`config.mk`:
```
export PLATFORM = sky130hd
export DESIGN_NAME = fp_div_seq
export DESIGN_NICKNAME = d
export VERILOG_FILES = /design/src/rtl/fp_div_seq.sv
export SDC_FILE = /design/constraint.sdc
export NUM_CORES = 1
export LEC_CHECK = 0
export BUFFER_PORTS_ARGS = -buffer_cell sky130_fd_sc_hd__clkbuf_2
export CAP_MARGIN = 20
export CORE_ASPECT_RATIO = 1.1
export CORE_UTILIZATION = 54
export DETAILED_ROUTE_END_ITERATION = 8
export GPL_TIMING_DRIVEN = 0
export PLACE_DENSITY_LB_ADDON = 0.3
export SKIP_LAST_GASP = 1
export SLEW_MARGIN = 10
export SYNTH_ARGS = -nofsm -noshare
export SYNTH_HDL_FRONTEND = slang
export SYNTH_SLANG_ARGS = --single-unit
```
`constraint.sdc`:
```
create_clock -name clk -period 4.8 [get_ports clk]
set_clock_uncertainty 0.1 [all_clocks]
set_input_delay 0.72 -clock clk [delete_from_list [all_inputs] [get_ports clk]]
set_output_delay 0.72 -clock clk [all_outputs]
set_load 0.02 [all_outputs]
```
`src/rtl/fp_div_seq.sv`:
```
// Sequential IEEE-754 binary32 divider (a / b), radix-2 restoring, FTZ, round-to-nearest-even.
// Latency: 28 cycles accept-to-valid on the normal path, 1 cycle for special operands.
// Backpressure: result held in DONE until out_ready; in_ready low while busy, one op in flight.
module fp_div_seq (
    input  logic        clk,
    input  logic        rst_n,
    input  logic        in_valid,
    output logic        in_ready,
    input  logic [31:0] a,
    input  logic [31:0] b,
    output logic        out_valid,
    input  logic        out_ready,
    output logic [31:0] out,
    output logic [3:0]  flags
);

    typedef enum logic [1:0] {
        IDLE   = 2'd0,
        DIVIDE = 2'd1,
        ROUND  = 2'd2,
        DONE   = 2'd3
    } state_t;

    localparam logic [31:0] QNAN = 32'h7FC0_0000;

    state_t             state;
    logic [4:0]         count;
    logic [25:0]        rem;
    logic [25:0]        quo;
    logic [23:0]        mb;
    logic signed [9:0]  exp_q;
    logic               sign_q;

    // Operand classification and special-case result selection
    logic        a_zero, a_inf, a_nan, b_zero, b_inf, b_nan;
    logic        in_sign;
    logic        spec_hit;
    logic [31:0] spec_res;
    logic [3:0]  spec_flags;
    logic signed [9:0] in_exp;

    // Decode incoming operands; zero exponent field is treated as zero (denormals flushed)
    always_comb begin
        a_zero     = (a[30:23] == 8'd0);
        b_zero     = (b[30:23] == 8'd0);
        a_inf      = (a[30:23] == 8'hFF) && (a[22:0] == 23'd0);
        b_inf      = (b[30:23] == 8'hFF) && (b[22:0] == 23'd0);
        a_nan      = (a[30:23] == 8'hFF) && (a[22:0] != 23'd0);
        b_nan      = (b[30:23] == 8'hFF) && (b[22:0] != 23'd0);
        in_sign    = a[31] ^ b[31];
        in_exp     = $signed({2'b00, a[30:23]}) - $signed({2'b00, b[30:23]}) + 10'sd127;
        spec_hit   = 1'b1;
        spec_res   = 32'd0;
        spec_flags = 4'b0000;
        if (a_nan || b_nan || (a_zero && b_zero) || (a_inf && b_inf)) begin
            spec_res   = QNAN;
            spec_flags = 4'b1000;
        end else if (a_inf) begin
            // inf divided by any finite value, including zero, stays inf without dz
            spec_res   = {in_sign, 8'hFF, 23'd0};
        end else if (b_zero) begin
            spec_res   = {in_sign, 8'hFF, 23'd0};
            spec_flags = 4'b0100;
        end else if (b_inf || a_zero) begin
            spec_res   = {in_sign, 31'd0};
        end else begin
            spec_hit   = 1'b0;
        end
    end

    // One restoring step: conditional subtract, then shift the partial remainder left
    logic        step_ge;
    logic [25:0] rem_sub;
    logic [25:0] rem_nxt;

    // Compare/subtract for the current quotient bit
    always_comb begin
        step_ge = (rem >= {2'b00, mb});
        rem_sub = step_ge ? (rem - {2'b00, mb}) : rem;
        rem_nxt = {rem_sub[24:0], 1'b0};
    end

    // Normalisation and rounding of the finished quotient
    logic [23:0]       rnd_mant;
    logic              rnd_guard;
    logic              rnd_sticky;
    logic              rnd_inc;
    logic [24:0]       rnd_sum;
    logic [23:0]       fin_mant;
    logic signed [9:0] rnd_exp;
    logic signed [9:0] fin_exp;
    logic [31:0]       rnd_res;
    logic [3:0]        rnd_flags;

    // Quotient lies in (0.5, 2): pick the window by q[25], RNE, then range-check the exponent
    always_comb begin
        if (quo[25]) begin
            rnd_mant   = quo[25:2];
            rnd_guard  = quo[1];
            rnd_sticky = quo[0] | (rem != 26'd0);
            rnd_exp    = exp_q;
        end else begin
            rnd_mant   = quo[24:1];
            rnd_guard  = quo[0];
            rnd_sticky = (rem != 26'd0);
            rnd_exp    = exp_q - 10'sd1;
        end
        rnd_inc = rnd_guard & (rnd_sticky | rnd_mant[0]);
        rnd_sum = {1'b0, rnd_mant} + {24'd0, rnd_inc};
        if (rnd_sum[24]) begin
            fin_mant = 24'h80_0000;
            fin_exp  = rnd_exp + 10'sd1;
        end else begin
            fin_mant = rnd_sum[23:0];
            fin_exp  = rnd_exp;
        end
        if (fin_exp >= 10'sd255) begin
            rnd_res   = {sign_q, 8'hFF, 23'd0};
            rnd_flags = 4'b0010;
        end else if (fin_exp <= 10'sd0) begin
            rnd_res   = {sign_q, 31'd0};
            rnd_flags = 4'b0001;
        end else begin
            rnd_res   = {sign_q, fin_exp[7:0], fin_mant[22:0]};
            rnd_flags = 4'b0000;
        end
    end

    // Control FSM with registered handshake outputs and result
    always_ff @(posedge clk or negedge rst_n) begin
        if (!rst_n) begin
            state     <= IDLE;
            count     <= 5'd0;
            rem       <= 26'd0;
            quo       <= 26'd0;
            mb        <= 24'd0;
            exp_q     <= 10'sd0;
            sign_q    <= 1'b0;
            in_ready  <= 1'b1;
            out_valid <= 1'b0;
            out       <= 32'd0;
            flags     <= 4'd0;
        end else begin
            case (state)
                IDLE: begin
                    if (in_valid && in_ready) begin
                        in_ready <= 1'b0;
                        if (spec_hit) begin
                            out       <= spec_res;
                            flags     <= spec_flags;
                            out_valid <= 1'b1;
                            state     <= DONE;
                        end else begin
                            rem    <= {2'b01, a[22:0], 1'b0} >> 1;
                            mb     <= {1'b1, b[22:0]};
                            quo    <= 26'd0;
                            exp_q  <= in_exp;
                            sign_q <= in_sign;
                            count  <= 5'd0;
                            state  <= DIVIDE;
                        end
                    end
                end
                DIVIDE: begin
                    quo <= {quo[24:0], step_ge};
                    rem <= rem_nxt;
                    if (count == 5'd25) begin
                        count <= 5'd0;
                        state <= ROUND;
                    end else begin
                        count <= count + 5'd1;
                    end
                end
                ROUND: begin
                    out       <= rnd_res;
                    flags     <= rnd_flags;
                    out_valid <= 1'b1;
                    state     <= DONE;
                end
                DONE: begin
                    if (out_ready) begin
                        out_valid <= 1'b0;
                        in_ready  <= 1'b1;
                        state     <= IDLE;
                    end
                end
                default: begin
                    state <= IDLE;
                end
            endcase
        end
    end

endmodule
```
# Word level (Yosys, flattened, before mapping)
# Cells that the tools add are included.
[op_classes] bitwise_logic=5 reduce_logical=29 n_addsub=7 magnitude_cmp=3 mux=50 n_eq_ne=11
[ops] cell="$mux W32" n=6
[ops] cell="$mux W26" n=4
[ops] cell="$pmux W26 S2" n=2
[ops] cell="$pmux W32 S2" n=1
[ops] cell="$mux W31" n=2
[ops] cell="$logic_not A23 Y1" n=2
[ops] cell="$reduce_bool A23 Y1" n=2
[ops] cell="$ge A26 B24 Y1" n=1
[ops] cell="$reduce_bool A26 Y1" n=1
[ops] cell="$add A24 B1 Y25" n=1
[ops] cell="$mux W25" n=1
[ops] cell="$sub A25 B24 Y25" n=1
[ops] cell="$mux W24" n=1
[ops] cell="$mux W23" n=1
[ops] cell="$mux W10" n=2
[ops] cell="$eq A8 B8 Y1 const B" n=2
[ops] cell="$logic_not A8 Y1" n=2
[ops] cell="$mux W5" n=3
[ops] cell="$reduce_and A3 Y1" n=5
[ops] cell="$mux W1" n=12
[ops] cell="$mux W4" n=3
[ops] cell="$add A10 B2 Y10 const B" n=1
[ops] cell="$add A9 B8 Y10 const B" n=1
[ops] cell="$ge A10 B9 Y1 const B" n=1
[ops] cell="25 further kinds" n=47
[totals] in_bits=68 output_inout_bits=38 word_cells=116 reg_bits=132

# Logic depth before layout (Yosys ltp)
# Gate-level depths: netlist (run 1).
[depth] ltp_word=11 depth_mapped=19 ltp_nobuf=13

# Worst setup path before layout (run 1)
# Ideal clock, no wire load.
[synth_timing] path_type="register -> register" startpoint="register quo[25]" endpoint="register out[19]" required_ps=4579 setup_slack_ps=-205 setup_ps=121 path_stages_with_launch=20 arrival_ps=4784 path_cell_list="dfrtp_1 > buf_6 > clkbuf_1 > buf_1 > clkbuf_1 > buf_1 > mux2i_1 > nor2b_1 > ha_1 > nand3_1 > or4b_4 > or4_4 > buf_6 > nor4_2 > o211ai_1 > a211oi_2 > nand3b_1 > nor4_2 > buf_6 > a22o_1"
[synth_via] elab_chain_cells=9
[synth_lines] item="start, declared" line="29" text="logic [25:0] quo;"
[synth_lines] item="start signal, assigned" line="165" text="quo <= {quo[24:0], step_ge};"
[synth_lines] item="$mux W1 / $mux W24 (equally long branches)" line="97" text="if (quo[25]) begin"
[synth_lines] item="$or A1 B1 Y1" line="108" text="rnd_inc = rnd_guard & (rnd_sticky | rnd_mant[0]);"
[synth_lines] item="$and A1 B1 Y1" line="108"
[synth_lines] item="$add A24 B1 Y25" line="109" text="rnd_sum = {1'b0, rnd_mant} + {24'd0, rnd_inc};"
[synth_lines] item="$mux W10" line="110" text="if (rnd_sum[24]) begin"
[synth_lines] item="$le A10 B1 Y1" line="120" text="end else if (fin_exp <= 10'sd0) begin"
[synth_lines] item="$mux W31" line="120"
[synth_lines] item="$mux W31 *" line="117" text="if (fin_exp >= 10'sd255) begin"
[synth_lines] item="$pmux W32 S2 *" line="144" text="case (state)"
[synth_lines] item="end signal, assigned" line="149" text="out <= spec_res;"
[synth_lines] item="end signal, assigned" line="175" text="out <= rnd_res;"
[synth_lines] item="end, declared" line="13" text="output logic [31:0] out,"
# Mark *: on every way between the ends. The rest lies on a longest branch, timed or not.
# A chain may end at the register's enable or synchronous reset.

# Worst setup path after layout (run 1)
[layout_timing] startpoint="register quo[25]" endpoint="register out[1]"
# Same word-level chain as after synthesis.

==> summary.md, run 1 <==
| Metric | Value |
|---|---|
| Number of buffers created by CTS | `17` |
| Reg-to-reg slack, setup | `220 ps` |
| Async S/R FF share, synth | `1.00` |
| PnR worst setup slack | `222 ps` |
| Critical path fanouts, max | `19` |
| Io pins | `106` |
| Initial antenna violation count | `0` |
| Die Span Y | `139 um` |
| Avg Vias per Cell | `5.99` |
| Fin. max-slew vios | `0` |
| GP Congestion | `about 0.93` |
| Pint | `0.00214 W` |
| Required @ worst endpoint | `5020 ps` |
| Critical path type | `flop to flop` |
| Synth unique cells | `71` |
| Grt total ovfl | `0` |
| CP Data Arrival Time | `4800 ps` |
| Top post-synthesis cells by count | `nand2_1 (184), dfrtp_1 (131), o21ai_0 (89)` |
| Clock latency on the worst-skew pair | `430 ps` |
| Root Driver | `clkbuf_16` |
| Clock slew at reported path FFs | `60 ps` |
| Slew HR | `0.367` |
| Fin nets | `about 1,300` |
| Antenna-violating nets left | `0` |
| Prevailing post-synth register cell | `dfrtp_1` |
| DRC Markers | `0` |
| Sw Ratio | `0.224` |
| Initial DRT Pass Iterations | `6` |
| Synth Instances | `roughly 1,100` |
| Post-Route WL | `~25 mm` |
| Peak supply drop | `0.000265 V` |
| First-pass GRT wire length | `40.4 mm` |
| FF/Latch Area | `0.00330 sq mm` |
| Power, Total | `0.00276 W` |
| Net count after synthesis | `1,211` |
| Cell area after synthesis | `between 0.009 and 0.01 sq mm` |
| Rows | `49` |
| Post-synthesis register bit count | `132` |
| Fillcell total | `1,427` |
| YS warnings | `0` |
| Final Cycle Share | `0.954` |
| Sequential area share after synthesis | `0.360` |
| Net load switching power | `about 0.0006 W` |
| DP Worst Slack | `-921 ps` |
| Clock power share | `0.526` |
| Vias in the first global route | `8,197` |
| Final Setup Violations | `0` |
| Layout cells sized above 1 | `0.145` |
| Pwr dens | `258 mW/mm^2` |
| Final Non-Filler Cells | `between 1,000 and 1,500` |
| Post-synth top area share | `0.357` |
| Clock Tree Buf Depth | `2` |
| Fmax | `218 MHz` |
| Syn_area_per_cell | `8.35 sq um` |
| Most frequent cell after synthesis | `nand2_1` |
| CTS tree | `done` |
| Initial DRC Count | `619` |
| Area grow syn2layout | `16.3%` |
| H-tree Lvls | `4` |
| Vias | `8,632` |
| Detailed Place HPWL | `between 15 and 20 mm` |
| Combinational share of power | `0.065` |
| Leading area contributor after synthesis | `dfrtp_1` |
| GRT Total Usage | `0.291` |
| Worst Tran Pin Value | `938 ps` |
| P_leak | `4.97 nW` |
| Max-cap check violation count | `0` |
| Min Hold Slack | `84.8 ps` |
| Number of synthesized flops with an enable pin | `0` |
| Wirelength per Cell | `~17 um` |
| Initial core utilization | `0.556` |
| Placed cell count | `between 1,000 and 1,500` |
| Clock sink count | `132` |
| Synth top area cells | `dfrtp_1 (36%), nand2_1 (7.5%), ha_1 (5.7%)` |
| Multi-input combinational cell area | `0.00543 sq mm` |
| DIE AREA | `between 0.015 and 0.02 sq mm` |
| Cts hold-fix bufs | `0` |
| Flop pwr share | `0.409` |
| Final hold vios | `0` |
| Die Wd | `between 100 and 150 um` |
| Worst Hold Class | `primary input to asynchronous set/reset pin` |
| # port buffers | `~110` |
| Pin count of the biggest net entering global routing | `99` |
| # diodes | `0` |
| Status | `finished, final reports clean` |
| Post-route minimum period | `4580 ps` |
| Core footprint | `around 0.016 sq mm` |
| Startpoint types | `flop` |
| Worst setup EP type | `flop` |
==> layout by cell type (no fill, tap or decap), drive strengths merged, types with 5 or more instances in the layout <==
cell type	n
or2	6
a221o	8
nor2	51
a211oi	7
nor2b	10
clkbuf	173
a31oi	15
mux2	7
xnor2	48
and3	9
and2	5
nand2b	9
mux2i	19
ha	42
buf	14
nand4	21
o31ai	5
nand2	184
a21o	24
o21ai	91
a21oi	53
bufinv	5
nor3	17
or3	11
a22o	21
o211ai	8
nor4	32
or4	5
nand3	55
inv	51
xor2	36
dfrtp	131
==> cell type report <==
cell class / count / area share
Multi-Input combinational cell: 854 / 0.508
Sequential cell: 132 / 0.310
Timing Repair Buffer: 107 / 0.0533
Clock buffer: 19 / 0.0424
Buffer: 61 / 0.0256
Tap cell: 204 / 0.0239
Clock inverter: 13 / 0.0191
Inverter: 50 / 0.0176
==> sequential cells by signal (all words and copies together), names as in the netlist <==
| signal | flops |
|---|---|
| rem | 26 |
| exp_q | 10 |
| sign_q | 1 |
| count | 5 |
| out_valid | 1 |
| in_ready | 1 |
| mb | 24 |
| state | 2 |
| quo | 26 |
| flags | 4 |
| out | 32 |
==> final timing paths <==
| check | startpoint | end | cells after the start |
|---|---|---|---|
| setup / recovery | quo[25]$_DFFE_PN0P_ | out[1]$_DFFE_PN0P_ | 17 |
| setup reg to reg | quo[25]$_DFFE_PN0P_ | out[1]$_DFFE_PN0P_ | 17 |
| hold / removal | rst_n | out[11]$_DFFE_PN0P_ | 1 |
| max in group asynchronous | rst_n | mb[10]$_DFFE_PN0P_ | 2 |
| min in group clk | flags[1]$_DFFE_PN0P_ | flags[1]$_DFFE_PN0P_ | 1 |
| hold reg to reg | flags[1]$_DFFE_PN0P_ | flags[1]$_DFFE_PN0P_ | 1 |
==> layer usage <==
| metal | GRT usage | routed length, um | vias up | part of all wire |
|---|---|---|---|---|
| met4 | 0.147 | 986 | 0 | 0.040 |
| met2 | 0.502 | 12400 | 325 | 0.50 |
| li1 | - | - | 4178 | - |
| met1 | 0.352 | 10000 | 4056 | 0.40 |
| met3 | 0.0448 | 1410 | 73 | 0.057 |
| met5 | 0 | 0 | - | 0 |
==> cell families after synthesis <==
group	share of synthesized area
adder cells (fa/ha/maj)	0.0616
AND/OR/NAND/NOR	0.228
flip-flops	0.360
multiplexers	0.0293
AO/OA/AOI/OAI	0.190
buffers and inverters	0.0500
XOR/XNOR	0.0810
==> metrics by stage <==
stage	cell area (sq um)	util	setup TNS (ps)
5_1_grt	10700	0.647	-2.84
3_3_place_gp	9960	0.604	-25650
2_1_floorplan	9180	-	0
4_1_cts	10700	0.647	0
6_report	10700	0.647	0
3_5_place_dp	10000	0.606	-26520
==> timing repair <==
action / in CTS / in global routing
setup endpoints to repair: 33 / 28
pin swaps: 0 / 1
hold endpoints to repair: 0 / 0
resized for setup: 4 / 1
setup buffers: 0 / 1
==> power by group through the flow <==
stage | Clock [W] | Combinational, W | Sequential [W]
final | 0.00145 | 0.000178 | 0.00113
after global routing | 0.00151 | 0.000200 | 0.00113
after CTS | 0.00146 | 0.000178 | 0.00113
after detailed placement | 0 | 0.000177 | 0.00115
after global placement | 0 | 0.000170 | 0.00115
after floorplan | 0 | 0.0000933 | 0.00114
==> critical path, cell delays in order (launching register included) <==
cell      delay [ps]
dfrtp_1          390
buf_6            210
buf_4            300
clkbuf_4         300
mux2i_1          100
nor2b_1          140
ha_1             220
nand3_1          120
or4b_4           560
or4_4            550
buf_6            170
nor4_2           240
o211ai_1         150
a211oi_2         290
nand3b_1         160
nor4_2            70
buf_6            170
a22o_1           220
Power figures use the tool's default switching activity.
==> inputs of run 2 (changes only) <==
--- a/config.mk
+++ b/config.mk
@@ -8,10 +8,11 @@
 export BUFFER_PORTS_ARGS = -buffer_cell sky130_fd_sc_hd__clkbuf_2
 export CAP_MARGIN = 20
 export CORE_ASPECT_RATIO = 1.1
-export CORE_UTILIZATION = 54
+export CORE_UTILIZATION = 55
 export DETAILED_ROUTE_END_ITERATION = 8
 export GPL_TIMING_DRIVEN = 0
 export PLACE_DENSITY_LB_ADDON = 0.3
+export REMOVE_ABC_BUFFERS = 1
 export SKIP_LAST_GASP = 1
 export SLEW_MARGIN = 10
 export SYNTH_ARGS = -nofsm -noshare
==> constraint.sdc (replaced) <==
create_clock -name clk -period 5.46 [get_ports clk]
set_clock_uncertainty 0.1 [all_clocks]
set_input_delay 0.819 -clock clk [delete_from_list [all_inputs] [get_ports clk]]
set_output_delay 0.819 -clock clk [all_outputs]
set_load 0.02 [all_outputs]
==> run 2 against run 1 <==
  * Non-clock buffer count is 53 lower
  * Wire length shrank 9.5%
  * Sequential share of layout area increased by 0.62 points
  * Via count is 4.5% lower
  * Sequential cell count did not move
  * Combinational power is 15% lower
  * Global-route usage fell by 2.0 points
  * Fmax is 1.9% higher
  * Cell area fell by 1.9%
  * Sequential power fell by 12%
  * Largest cell class unchanged
  * Register-to-register slack better by 750 ps
==> summary.md, run 2 (same netlist as run 1, synthesis figures left out) <==
| Metric | Value |
|---|---|
| CTS tree | `done (unchanged)` |
| Worst Tran Pin Value | `967 ps (was 938 ps)` |
| Initial DRT Pass Iterations | `9 (was 6)` |
| Fillcell total | `1,418 (was 1,427)` |
| Critical path fanouts, max | `35 (was 19)` |
| Number of buffers created by CTS | `17 (unchanged)` |
| Final Setup Violations | `0 (unchanged)` |
| Cts hold-fix bufs | `0 (unchanged)` |
| Finished Cell Area | `0.0105 sq mm (was 0.0107 sq mm)` |
| Root Driver | `clkbuf_16 (unchanged)` |
| Final hold vios | `0 (unchanged)` |
| Detailed Place HPWL | `16.4 mm (was 19.0 mm)` |
| Final Non-Filler Cells | `1,384 (was 1,440)` |
| Status | `finished, final reports clean (unchanged)` |
| CP Data Arrival Time | `4710 ps (was 4800 ps)` |
| Power, Total | `0.00221 W (was 0.00276 W)` |
| Core footprint | `0.0163 sq mm (was 0.0165 sq mm)` |
| CTS resizes | `0 (was 4)` |
| Final Cycle Share | `0.823 (was 0.954)` |
| FF/Latch Area | `0.00331 sq mm (was 0.00330 sq mm)` |
| Die Wd | `125 um (was 126 um)` |
| Rows | `49 (unchanged)` |
| H-tree Lvls | `4 (unchanged)` |
| First-pass GRT wire length | `37.3 mm (was 40.4 mm)` |
| Crit path max-delay cell type | `dfrtp_2 (was or4b_4)` |
| Layout cells sized above 1 | `0.148 (was 0.145)` |
| Clock Tree Buf Depth | `2 (unchanged)` |
| # diodes | `0 (unchanged)` |
| Vias in the first global route | `7,814 (was 8,197)` |
| Initial antenna violation count | `0 (unchanged)` |
| P_leak | `4.87 nW (was 4.97 nW)` |
| FF-to-FF End | `out[1]$_DFFE_PN0P_ (unchanged)` |
| Grt total ovfl | `0 (unchanged)` |
| Largest stage delay, worst path | `650 ps (was 560 ps)` |
| Worst Reg-to-Reg Cells | `14 (was 17)` |
| Fmax | `223 MHz (was 218 MHz)` |
| GRT Total Usage | `0.271 (was 0.291)` |
| Post-CTS Setup Bufs | `0 (unchanged)` |
| Fin. max-slew vios | `0 (unchanged)` |
| Fin nets | `1,282 (was 1,335)` |
| Clock slew at reported path FFs | `60 ps (about the same)` |
| Vias | `8,246 (was 8,632)` |
| Required @ worst endpoint | `5680 ps (was 5020 ps)` |
| Reg2reg start | `quo[25]$_DFFE_PN0P_ (unchanged)` |
| Avg Vias per Cell | `5.96 (was 5.99)` |
| DRC Markers | `0 (unchanged)` |
| Multi-input combinational cell area | `0.00546 sq mm (was 0.00543 sq mm)` |
| Io pins | `106 (unchanged)` |
| Initial core utilization | `0.563 (was 0.556)` |
| Placed cell count | `1,354 (was 1,409)` |
| Antenna-violating nets left | `0 (unchanged)` |
| Max-cap check violation count | `0 (unchanged)` |
| Clock latency on the worst-skew pair | `430 ps (about the same)` |
| Post-Route WL | `22.5 mm (was 24.9 mm)` |
| Worst-path cell chain | `buf_12 -> mux2i_1 -> nor2b_1 -> ha_1 -> nand3_1 -> or4b_4 -> nor3_1 -> and3_1 -> nand4b_1 -> a211oi_2 -> nand3b_1 -> nor4_4 -> buf_6 -> a22o_1 (was buf_6 -> buf_4 -> clkbuf_4 -> mux2i_1 -> nor2b_1 -> ha_1 -> nand3_1 -> or4b_4 -> or4_4 -> buf_6 -> nor4_2 -> o211ai_1 -> a211oi_2 -> nand3b_1 -> nor4_2 -> buf_6 -> a22o_1)` |
| Biggest register | `out (unchanged)` |
| RSZ-0062 raised after global routing | `no` |
| Startpoint types | `flop (unchanged)` |
| Slew HR | `0.348 (was 0.367)` |
| Wirelength per Cell | `16.3 um (was 17.3 um)` |
| Worst setup EP type | `flop (unchanged)` |
| Largest registers | `out: 32 flops, quo: 26 flops, rem: 26 flops (unchanged)` |
| Clock sink count | `132 (unchanged)` |
| Peak supply drop | `0.000219 V (was 0.000265 V)` |
| DIE AREA | `0.0172 sq mm (was 0.0175 sq mm)` |
| # port buffers | `105 (unchanged)` |
| Post-route minimum period | `4490 ps (was 4580 ps)` |
| Setup TNS | `0 ps (unchanged)` |
| Initial DRC Count | `573 (was 619)` |
| GP Congestion | `0.879 (was 0.928)` |
| Most used cells in the layout excluding fill and tap cells | `nand2_1 (184), dfrtp_1 (130), clkbuf_2 (104), o21ai_0 (89), nand3_1 (55) (was nand2_1 (184), dfrtp_1 (131), clkbuf_2 (105), o21ai_0 (89), nand3_1 (55))` |
| Worst Hold Class | `primary input to asynchronous set/reset pin (unchanged)` |
| Critical path type | `flop to flop (unchanged)` |
| Die Span Y | `137 um (was 139 um)` |
| Flip-flop count of the largest register after layout | `32 (unchanged)` |
| Pin count of the biggest net entering global routing | `70 (was 99)` |
| Pwr dens | `211 mW/mm^2 (was 258 mW/mm^2)` |
| Dpl cell area | `0.00992 sq mm (was 0.0100 sq mm)` |
| Reg-to-reg slack, setup | `970 ps (was 220 ps)` |
| Commonest non-fill, non-tap cell in the layout | `nand2_1 (unchanged)` |
| Area grow syn2layout | `14.1% (was 16.3%)` |
[run 2: critical path, delay by kind of cell (launching register included)]
family	cells	cell delay, ps
simple gates	8	2210
mux	1	100
flops	1	650
fa+ha+maj	1	210
buf+inv	2	450
compound gates	2	640
[run 2: area by class of cell]
cell class              count  area share
well taps                 204      0.0244
clock inverters             5     0.00502
repair buffers            115      0.0694
inverters                  50      0.0179
multi-input cells         854       0.522
flip-flops and latches    132       0.316
clock buffers              24      0.0460
[run 2: through the flow]
stage	setup slack, ps	utilization	hold WS [ps]
2_1_floorplan	447	-	318
3_3_place_gp	-1620	0.594	335
3_5_place_dp	763	0.609	341
4_1_cts	981	0.641	293
5_1_grt	665	0.642	310
6_report	969	0.642	267
[run 2: power breakdown]
| group | internal, W | switching (W) |
|---|---|---|
| registers | 0.000984 | 0.00000683 |
| logic | 0.0000648 | 0.0000876 |
| clock network | 0.000651 | 0.000412 |
[run 2: worst max path at each step]
stage / cells after the start / from / to / slack, ps
after global placement: 7 / state[1]$_DFFE_PN0P_ / rem[23]$_DFFE_PN0P_ / -1620
after detailed placement: 11 / a[24] / rem[23]$_DFFE_PN0P_ / 760
after global routing: 14 / quo[25]$_DFFE_PN0P_ / out[19]$_DFFE_PN0P_ / 670
after CTS: 14 / quo[25]$_DFFE_PN0P_ / out[1]$_DFFE_PN0P_ / 980
final: 14 / quo[25]$_DFFE_PN0P_ / out[1]$_DFFE_PN0P_ / 970
after floorplan: 11 / quo[25]$_DFFE_PN0P_ / out[19]$_DFFE_PN0P_ / 450
[run 2: routing by layer]
metal / vias up / track usage / routed length [um]
met5: - / 0 / 0
met2: 207 / 0.477 / 11200
li1: 4070 / - / -
met4: 0 / 0.122 / 589
met1: 3914 / 0.334 / 10000
met3: 55 / 0.0381 / 694
